### src/rtl/mul_div_32_if.sv
// ---------------------------------------------------------------------------
// mul_div_32_if
// Handshake and result bundle for the iterative multiply/divide unit.
//   start        request, sampled only while the unit is idle
//   op           00 MULT, 01 MULTU, 10 DIV, 11 DIVU
//   a, b         rs / rt operands
//   busy         operation in progress (processor stalls)
//   done         one-cycle pulse when hi/lo have been updated
//   div_by_zero  last DIV/DIVU had b==0
//   hi, lo       architectural HI / LO registers
// With MDU_HILO_WRITE_EN defined the bundle also carries hi_we, lo_we and
// wdata for MTHI / MTLO.
// master: the requester (pipeline / testbench); slave: the unit itself.
// ---------------------------------------------------------------------------
interface mul_div_32_if;
  logic        start;
  logic [1:0]  op;
  logic [31:0] a;
  logic [31:0] b;
  logic        busy;
  logic        done;
  logic        div_by_zero;
  logic [31:0] hi;
  logic [31:0] lo;
`ifdef MDU_HILO_WRITE_EN
  logic        hi_we;
  logic        lo_we;
  logic [31:0] wdata;

  modport master (
    output start, op, a, b, hi_we, lo_we, wdata,
    input  busy, done, div_by_zero, hi, lo
  );
  modport slave (
    input  start, op, a, b, hi_we, lo_we, wdata,
    output busy, done, div_by_zero, hi, lo
  );
`else
  modport master (
    output start, op, a, b,
    input  busy, done, div_by_zero, hi, lo
  );
  modport slave (
    input  start, op, a, b,
    output busy, done, div_by_zero, hi, lo
  );
`endif
endinterface

### src/rtl/mul_div_32.sv
// ---------------------------------------------------------------------------
// mul_div_32
// Iterative radix-2 multiply/divide unit holding HI/LO. MULT/MULTU use a
// shift-add on {acc, mplier}; DIV/DIVU use restoring shift-subtract. All
// add/subtract work shares the single add_32 instance. Fixed latency: 32
// iterations plus one sign-fix cycle.
// Ports:
//   clk    system clock, rising edge
//   rst_n  asynchronous active-low reset
//   mdu    mul_div_32_if.slave (start/op/a/b in; busy/done/div_by_zero/hi/lo out)
// Optional feature macro: MDU_HILO_WRITE_EN adds MTHI/MTLO writes through
// mdu.hi_we / mdu.lo_we / mdu.wdata, honoured only while idle.
//
// state  | meaning
// S_IDLE | waiting for start; hi/lo hold
// S_CALC | one multiply/divide iteration per clock, count 0..ITER-1
// S_FIX  | sign fix, hi/lo write, done pulse follows
// ---------------------------------------------------------------------------
module add_32 (
  input  logic [31:0] a_i,
  input  logic [31:0] b_i,
  input  logic        ci_i,
  output logic [31:0] sum_o,
  output logic        co_o
);
  assign {co_o, sum_o} = {1'b0, a_i} + {1'b0, b_i} + {32'b0, ci_i};
endmodule

module mul_div_32 #(
  parameter int ITER = 32
) (
  input logic         clk,
  input logic         rst_n,
  mul_div_32_if.slave mdu
);

  typedef enum logic [1:0] {S_IDLE, S_CALC, S_FIX} state_t;

  state_t      state_q, state_d;
  logic [4:0]  count_q, count_d;
  logic        is_div_q, is_div_d;
  logic        neg_lo_q, neg_lo_d;
  logic        neg_hi_q, neg_hi_d;
  logic        zdiv_q, zdiv_d;
  logic        dbz_q, dbz_d;
  logic        done_q, done_d;
  logic [31:0] acc_q, acc_d;     // product high half / partial remainder
  logic [31:0] mq_q, mq_d;       // multiplier / dividend-then-quotient
  logic [31:0] mcand_q, mcand_d; // multiplicand / divisor magnitude
  logic [31:0] hi_q, hi_d;
  logic [31:0] lo_q, lo_d;

  logic [31:0] add_a, add_b, add_sum;
  logic        add_ci, add_co;

  logic        sgn, sa, sb, ok;
  logic [31:0] mag_a, mag_b;

  add_32 u_add (
    .a_i   (add_a),
    .b_i   (add_b),
    .ci_i  (add_ci),
    .sum_o (add_sum),
    .co_o  (add_co)
  );

  // Two's-complement negate without a carry chain: every bit above the
  // lowest set bit is inverted. Keeps the adder free for the iterations.
  function automatic logic [31:0] neg32(input logic [31:0] x);
    logic [31:0] r;
    logic        seen;
    seen = 1'b0;
    for (int i = 0; i < 32; i++) begin
      r[i] = x[i] ^ seen;
      seen = seen | x[i];
    end
    return r;
  endfunction

  always_comb begin
    state_d  = state_q;
    count_d  = count_q;
    is_div_d = is_div_q;
    neg_lo_d = neg_lo_q;
    neg_hi_d = neg_hi_q;
    zdiv_d   = zdiv_q;
    dbz_d    = dbz_q;
    done_d   = 1'b0;
    acc_d    = acc_q;
    mq_d     = mq_q;
    mcand_d  = mcand_q;
    hi_d     = hi_q;
    lo_d     = lo_q;
    add_a    = 32'd0;
    add_b    = 32'd0;
    add_ci   = 1'b0;
    ok       = 1'b0;
    sgn      = ~mdu.op[0];
    sa       = sgn & mdu.a[31];
    sb       = sgn & mdu.b[31];
    mag_a    = sa ? neg32(mdu.a) : mdu.a;
    mag_b    = sb ? neg32(mdu.b) : mdu.b;

    case (state_q)
      S_IDLE: begin
`ifdef MDU_HILO_WRITE_EN
        if (mdu.hi_we) hi_d = mdu.wdata;
        if (mdu.lo_we) lo_d = mdu.wdata;
`endif
        if (mdu.start) begin
          is_div_d = mdu.op[1];
          neg_lo_d = sa ^ sb;
          // Remainder follows the dividend; product high half follows the product.
          neg_hi_d = mdu.op[1] ? sa : (sa ^ sb);
          zdiv_d   = mdu.op[1] & (mdu.b == 32'd0);
          dbz_d    = 1'b0;
          count_d  = 5'd0;
          acc_d    = 32'd0;
          mq_d     = mdu.op[1] ? mag_a : mag_b;
          mcand_d  = mdu.op[1] ? mag_b : mag_a;
          state_d  = S_CALC;
        end
      end

      S_CALC: begin
        if (!is_div_q) begin
          add_a  = acc_q;
          add_b  = mq_q[0] ? mcand_q : 32'd0;
          add_ci = 1'b0;
          acc_d  = {add_co, add_sum[31:1]};
          mq_d   = {add_sum[0], mq_q[31:1]};
        end else begin
          add_a  = {acc_q[30:0], mq_q[31]};
          add_b  = ~mcand_q;
          add_ci = 1'b1;
          // The bit shifted out of acc is the 33rd remainder bit; if set the
          // trial subtract cannot borrow.
          ok     = acc_q[31] | add_co;
          acc_d  = ok ? add_sum : add_a;
          mq_d   = {mq_q[30:0], ok};
        end
        count_d = count_q + 5'd1;
        if (count_q == 5'(ITER - 1)) state_d = S_FIX;
      end

      S_FIX: begin
        // High half negate: ~hi + carry. For a 64-bit product the carry out
        // of the low half is set only when the low half is zero.
        add_a  = ~acc_q;
        add_b  = 32'd0;
        add_ci = is_div_q ? 1'b1 : (mq_q == 32'd0);
        hi_d   = neg_hi_q ? add_sum : acc_q;
        lo_d   = neg_lo_q ? neg32(mq_q) : mq_q;
        // Divide by zero: the restoring loop already leaves the dividend in
        // the remainder, so only the quotient is forced.
        if (zdiv_q) begin
          lo_d  = 32'hFFFF_FFFF;
          dbz_d = 1'b1;
        end
        done_d  = 1'b1;
        state_d = S_IDLE;
      end

      default: state_d = S_IDLE;
    endcase
  end

  always_ff @(posedge clk or negedge rst_n) begin
    if (!rst_n) begin
      state_q  <= S_IDLE;
      count_q  <= 5'd0;
      is_div_q <= 1'b0;
      neg_lo_q <= 1'b0;
      neg_hi_q <= 1'b0;
      zdiv_q   <= 1'b0;
      dbz_q    <= 1'b0;
      done_q   <= 1'b0;
      acc_q    <= 32'd0;
      mq_q     <= 32'd0;
      mcand_q  <= 32'd0;
      hi_q     <= 32'd0;
      lo_q     <= 32'd0;
    end else begin
      state_q  <= state_d;
      count_q  <= count_d;
      is_div_q <= is_div_d;
      neg_lo_q <= neg_lo_d;
      neg_hi_q <= neg_hi_d;
      zdiv_q   <= zdiv_d;
      dbz_q    <= dbz_d;
      done_q   <= done_d;
      acc_q    <= acc_d;
      mq_q     <= mq_d;
      mcand_q  <= mcand_d;
      hi_q     <= hi_d;
      lo_q     <= lo_d;
    end
  end

  assign mdu.busy        = (state_q != S_IDLE);
  assign mdu.done        = done_q;
  assign mdu.div_by_zero = dbz_q;
  assign mdu.hi          = hi_q;
  assign mdu.lo          = lo_q;

endmodule

### src/flat_wrapper.sv
// flat-port wrapper written by rule: the top's interface ports become plain ports
module mul_div_32_flat 
#(
  parameter int ITER = 32
)
  (clk, rst_n, mdu_start, mdu_op, mdu_a, mdu_b, mdu_busy, mdu_done, mdu_div_by_zero, mdu_hi, mdu_lo);
  mul_div_32_if mdu_i ();
  input logic clk;
  input logic rst_n;
  input wire logic [$bits(mdu_i.start)-1:0] mdu_start;
  input wire logic [$bits(mdu_i.op)-1:0] mdu_op;
  input wire logic [$bits(mdu_i.a)-1:0] mdu_a;
  input wire logic [$bits(mdu_i.b)-1:0] mdu_b;
  output wire logic [$bits(mdu_i.busy)-1:0] mdu_busy;
  output wire logic [$bits(mdu_i.done)-1:0] mdu_done;
  output wire logic [$bits(mdu_i.div_by_zero)-1:0] mdu_div_by_zero;
  output wire logic [$bits(mdu_i.hi)-1:0] mdu_hi;
  output wire logic [$bits(mdu_i.lo)-1:0] mdu_lo;
  assign mdu_i.start = mdu_start;
  assign mdu_i.op = mdu_op;
  assign mdu_i.a = mdu_a;
  assign mdu_i.b = mdu_b;
  assign mdu_busy = mdu_i.busy;
  assign mdu_done = mdu_i.done;
  assign mdu_div_by_zero = mdu_i.div_by_zero;
  assign mdu_hi = mdu_i.hi;
  assign mdu_lo = mdu_i.lo;
  mul_div_32 #(.ITER(ITER)) u_core (.clk(clk), .rst_n(rst_n), .mdu(mdu_i));
endmodule
### config.mk
export PLATFORM = sky130hd
export DESIGN_NAME = mul_div_32_flat
export DESIGN_NICKNAME = d
export VERILOG_FILES = /design/src/rtl/mul_div_32_if.sv /design/src/rtl/mul_div_32.sv /design/src/flat_wrapper.sv
export SDC_FILE = /design/constraint.sdc
export NUM_CORES = 1
export LEC_CHECK = 0
export ABC_AREA = 1
export CAP_MARGIN = 40
export CORE_MARGIN = 2
export CORE_UTILIZATION = 30
export DETAILED_ROUTE_END_ITERATION = 16
export SLEW_MARGIN = 20
export SYNTH_ARGS = -nofsm -noshare
export SYNTH_HDL_FRONTEND = slang
export SYNTH_SLANG_ARGS = --single-unit
### constraint.sdc
create_clock -name clk -period 18.95 [get_ports clk]
set_input_delay 3.79 -clock clk [delete_from_list [all_inputs] [get_ports clk]]
set_output_delay 3.79 -clock clk [all_outputs]
set_load 0.01 [all_outputs]
== After elaboration in Yosys (flattened, before gate mapping) ==
Cells that the tools add are included.

* Flip-flop bits (word level): 173
* Bits of input ports: 69
* Output and inout port bits: 67
* Logic and storage cells: 255

* $add $sub $neg: 3
* Equal/unequal tests: 6
* Multiplexer cells: 32
* Bitwise operators: 191
* Reductions and logical operators: 10

{| class="wikitable"
|+ Operators with widths
! cell !! count
|-
| 32-bit 2-to-1 mux || 16
|-
| 32-bit one-hot mux with 2 select lines || 3
|-
| 1-bit XOR || 94
|-
| 1-bit bitwise OR || 91
|-
| 32-bit zero test || 2
|-
| 32-bit NOT || 2
|-
| 32-bit by 32-bit adder with 33-bit output || 1
|-
| 33-bit by 1-bit adder with 33-bit output || 1
|-
| 5-bit one-hot mux with 2 select lines || 1
|-
| 1-bit 2-to-1 mux || 6
|-
| 2-bit AND reduction || 3
|-
| 2-bit nonzero test || 3
|-
| 5-bit by 1-bit adder with 5-bit output, second input constant || 1
|-
| 5-bit == test, second input constant || 1
|-
| 5-bit 2-to-1 mux || 1
|-
| 2-bit 2-to-1 mux || 2
|-
| 2-bit by 1-bit != test with 1-bit output, second input constant || 2
|-
| 1-bit one-hot mux with 2 select lines || 2
|-
| 2-bit one-hot mux with 2 select lines || 1
|-
| 1-bit AND || 3
|-
| 3-bit AND reduction || 1
|-
| 2-bit by 1-bit == test with 1-bit output, second input constant || 1
|-
| 2-bit == test, second input constant || 1
|-
| 2-bit zero test || 1
|-
| other kinds (2) || 2
|}

== Depth between registers and ports, before layout ==
* Depth after elaboration: 35
* Gate-level depth with buffers: 37
* Mapped depth without buffers: 36

== Cells and area by module ==
A second synthesis with hierarchy kept.

* Cells, all modules: 2,330
* Area total of the unflattened synthesis: 14,853.0 um2

{| class="wikitable"
|+ Modules (own cells, without submodules)
! module !! times used !! cells an instance !! area an instance (um2) !! sequential area each (um2)
|-
| mul_div_32 || 1 || 1,825 || 12,459.4 || 4,329.2
|-
| add_32 || 1 || 505 || 2,393.5 || 0.0
|}

== Worst setup path before layout ==
No wires, ideal clock.

* Path kind: input to register
* Start: input port mdu_b[0]
* End: register u_core.mq_q[30]
* Setup time: 0.139 ns
* Arrival: 9.480 ns
* Required time: 18.811 ns
* Setup slack: 9.332 ns
* Cell stages on the path: 35
* Buffers on the path: 0
* Path through: inv_1 -> ha_1 -> ha_1 -> ha_1 -> ha_1 -> ha_1 -> ha_1 -> ha_1 -> ha_1 -> ha_1 -> ha_1 -> ha_1 -> ha_1 -> ha_1 -> ha_1 -> ha_1 -> ha_1 -> ha_1 -> ha_1 -> ha_1 -> ha_1 -> ha_1 -> ha_1 -> ha_1 -> ha_1 -> ha_1 -> ha_1 -> ha_1 -> ha_1 -> ha_1 -> ha_1 -> o21ai_0 -> nand2_1 -> nand3_1 -> a22oi_1

* Cells in the longest elaborated chain, start to end: 34

{| class="wikitable"
|+ Ends and longest elaborated chain
! item !! RTL line !! text
|-
| from (decl) || flat_wrapper.sv:13 || <nowiki>input wire logic [$bits(mdu_i.b)-1:0] mdu_b;</nowiki>
|-
| 1-bit bitwise OR (29 in a row) || mul_div_32.sv:75 || <nowiki>seen = seen | x[i];</nowiki>
|-
| 1-bit XOR || mul_div_32.sv:74 || <nowiki>r[i] = x[i] ^ seen;</nowiki>
|-
| 32-bit 2-to-1 mux || mul_div_32.sv:102 || <nowiki>mag_b = sb ? neg32(mdu.b) : mdu.b;</nowiki>
|-
| 32-bit 2-to-1 mux || mul_div_32.sv:119 || <nowiki>mq_d = mdu.op[1] ? mag_a : mag_b;</nowiki>
|-
| 32-bit 2-to-1 mux || mul_div_32.sv:110 || <nowiki>if (mdu.start) begin</nowiki>
|-
| 32-bit one-hot mux with 2 select lines || mul_div_32.sv:104 || <nowiki>case (state_q)</nowiki>
|-
| to (signal assigned) || mul_div_32.sv:193 || <nowiki>mq_q <= mq_d;</nowiki>
|-
| to (decl) || mul_div_32.sv:48 || <nowiki>logic [31:0] mq_q, mq_d;</nowiki>
|}

Every way passes these cells. The select of a mux whose other input is x is not followed.
A chain may end at the register's enable or synchronous reset.

== Worst setup path in the final report ==
Ends and elaborated chain as after synthesis.

==> impl_metrics.py <==
metrics = {
    "status": {
        "status": "completed",
    },
    "clock_network": {
        "postCtsSetupRepairBufs": 0,
        "path_clk_slew_ns": 0.08,
        "cts_root_buf": "clkbuf_16",
        "htreeDepth": 4,
        "cts_hold_buffers": 0,
        "clock_latency_ns": 0.47,
        "tritoncts": "done",
        "post_cts_resize_count": 0,
        "cts_max_path_buffers": 2,
        "cts_made_buffers": 17,
        "clkSinkCount": 173,
    },
    "floorplanning": {
        "die_x_um": 224,
        "io_pins": 136,
        "die-area_mm2": 0.0501,
        "rows": 80,
        "core_area_mm2": 0.0477,
        "die_h_um": 224,
        "initial_core_util_pct": 30.4,
    },
    "global_routing": {
        "grt_use_total_pct": 21.8,
        "overflow": 0,
        "grt_pass1_wl_um": 84300,
        "antenna_found_initial": 2,
        "grt_max_degree": 83,
        "grt_pass1_vias": 14728,
    },
    "logic_synthesis": {
        "syn_inst": 2207,
        "yosysUniqueCellTypes": 41,
        "synth-xor-area-share_pct": 0.967,
        "netlist_area_mm2": 0.0145,
        "synth.net_count": 2404,
        "ys_seq_area_share_pct": 29.9,
        "synth_mux_area_share_pct": 0,
        "synth_top_family_by_area": "simple AND/OR/NAND/NOR gates",
        "ys_seq_elements": 173,
        "synth_simple_gate_area_share_pct": 29.5,
        "synth-compound-area-share_pct": 17.0,
        "avgSynthCellArea_um2": 6.57,
        "yosysWarnings": 0,
        "synthAdderAreaFrac_pct": 11.2,
    },
    "setup_path": {
        "reg2reg_slack_ns": 12.02,
        "crit_top_cell": "ha_1",
        "startpoint_type": "primary input",
        "critPathCaptureType": "flop",
        "cp_slowest_stage_delay_ns": 0.47,
        "critPathMaxFanout": 2,
        "worstPathArrival_ns": 10.45,
        "cp_data_required_time_ns": 19.27,
        "worst_path_max_delay_cell": "clkdlybuf4s50_1",
        "critical_path_class": "primary input to flop",
    },
    "detailed_routing": {
        "wirelength_um": 53200,
        "ant_nets": 0,
        "dr.pass1.iters": 6,
        "drc": 0,
        "wl_per_cell_um": 18.3,
        "num_vias": 15035,
        "vias_per_cell": 5.18,
        "drt_iter0_markers": 1195,
    },
    "pwr": {
        "max-vdd-ir-drop_mv": 0.0994,
        "p_per_area_mw_per_mm2": 150,
        "p_leak_nw": 9.04,
    },
    "timing": {
        "clock.fmax_ghz": 0.0987,
        "fin_ws_ns": 8.82,
        "slew_viol_final": 0,
        "timing.hold.ws_ns": 0.481,
        "period_minus_slack_ns": 10.13,
        "finalCritPeriodShare_pct": 53.5,
        "finalSetupTns_ns": 0,
        "slew_headroom_pct": 46.3,
        "setup_viol": 0,
        "skew_ns": 0.0163,
        "worstMarginPinSlew_ns": 0.805,
        "hold_violations": 0,
        "rsz0062_at_grt": "false",
    },
    "cells_and_area": {
        "multiInputGateArea_mm2": 0.00851,
        "finalInstanceArea_mm2": 0.0171,
        "final_common_cell": "nand2_1",
        "drive_gt1_share_pct": 3.85,
        "n_antenna_cell": 0,
        "area_delta_synth_final_pct": 18.2,
        "nNetsFinal": 2472,
        "regArea_mm2": 0.00433,
        "fill_cells": 5125,
        "layout_common_cells": "nand2_1 (752), inv_1 (309), dfrtp_1 (173)",
    },
    "placement": {
        "post_dp_cell_area_mm2": 0.0165,
        "portBuffers": 135,
        "pre_cts_ws_ns": 8.39,
        "globalplace.congestion": 0.931,
        "hpwl_um": 41000,
    },
    "hold_path": {
        "hold_class": "flop to flop",
    },
    "job": {
        "maxCapViolCount": 0,
    },
}
-- layer usage --
metal	track usage (%)	share of wire [%]
met4	12.0	5.7
met5	0	0.039
met2	36.0	47
met1	27.0	42
met3	3.91	5.0
-- final timing paths --
kind,startpoint,to,depth (start not counted)
min in group asynchronous,rst_n,u_core.mdu.hi[15],1
min reg2reg,u_core.mdu.hi[9],u_core.mdu.hi[9],2
max reg2reg,u_core.mq_q[0],u_core.mdu.lo[31],35
max in group asynchronous,rst_n,u_core.mcand_q[25],4
min,u_core.mdu.hi[9],u_core.mdu.hi[9],2
max,mdu_b[0],u_core.mq_q[30],36
-- Yosys cell counts (all sizes together) --
cell type  number  area share [%]
xor2           13            0.79
a221oi         23             1.4
a31oi          32             1.4
ha            126              11
inv           319             8.3
a21oi          60             2.1
o22ai          16            0.69
nor4           12            0.52
o211ai         16            0.83
buf            27             1.0
nand3b          3            0.16
nand2         759              20
nand4          13            0.56
o221ai         39             2.4
a22o            1           0.060
nor3            8            0.31
o21bai          8            0.41
a32oi           7            0.42
clkbuf         86             2.2
and2            6            0.26
dfrtp         173              30
clkinv          3           0.078
nor2          114             3.0
a22oi          24             1.2
nand3         139             4.9
xnor2           3            0.18
o21ai         174             6.0
a211oi          1           0.052
fa              2            0.28
-- flip-flops by register name, summed over array words and instances (netlist names) --
name and cells:
u_core.mq_q 32, u_core.mdu.done 1, u_core.mdu.lo 32, u_core.neg_lo_q 1, u_core.count_q 5, u_core.mdu.hi 32
u_core.zdiv_q 1, u_core.state_q 2, u_core.neg_hi_q 1, u_core.is_div_q 1, u_core.mdu.div_by_zero 1, u_core.acc_q 32
u_core.mcand_q 32
-- area by class of cell --
| type | instances | area share, % |
|---|---|---|
| clock buffers | 17 | 2.48 |
| inverters | 322 | 7.05 |
| multi-input cells | 1599 | 49.6 |
| well taps | 615 | 4.49 |
| clock inverters | 15 | 1.23 |
| flip-flops and latches | 173 | 25.3 |
| repair buffers | 162 | 9.85 |
-- critical path: cells and delay by family --
| kind | cells | cell delay, ns |
|---|---|---|
| buffers and inverters | 2 | 0.53 |
| adders and majority gates | 30 | 5.64 |
| and+or+nand+nor | 2 | 0.18 |
| AOI/OAI and AO/OA | 2 | 0.31 |
-- metrics by stage --
step | cells | utilization [%] | total power [mW]
floorplan | 2207 | - | 1.59
global placement | 2861 | 34.1 | 2.15
detailed placement | 2870 | 34.5 | 2.19
CTS | 2902 | 35.9 | 2.58
global route | 2903 | 35.9 | 2.79
finish | 2903 | 35.9 | 2.57
-- power breakdown --
part / leakage, nW / internal [mW] / total, mW / switching [mW]
combinational: 6.63 / 0.518 / 1.49 / 0.973
clock: 0.307 / 0.193 / 0.377 / 0.184
sequential: 2.10 / 0.533 / 0.698 / 0.165
total: 9.04 / 1.24 / 2.57 / 1.32
-- kinds of logic after synthesis --
kind of cell,Yosys count
flops,173
buf+inv,435
compound gates,401
xor+xnor,16
simple gates,1054
fa+ha+maj,128
(Power assumes the default switching activity.)
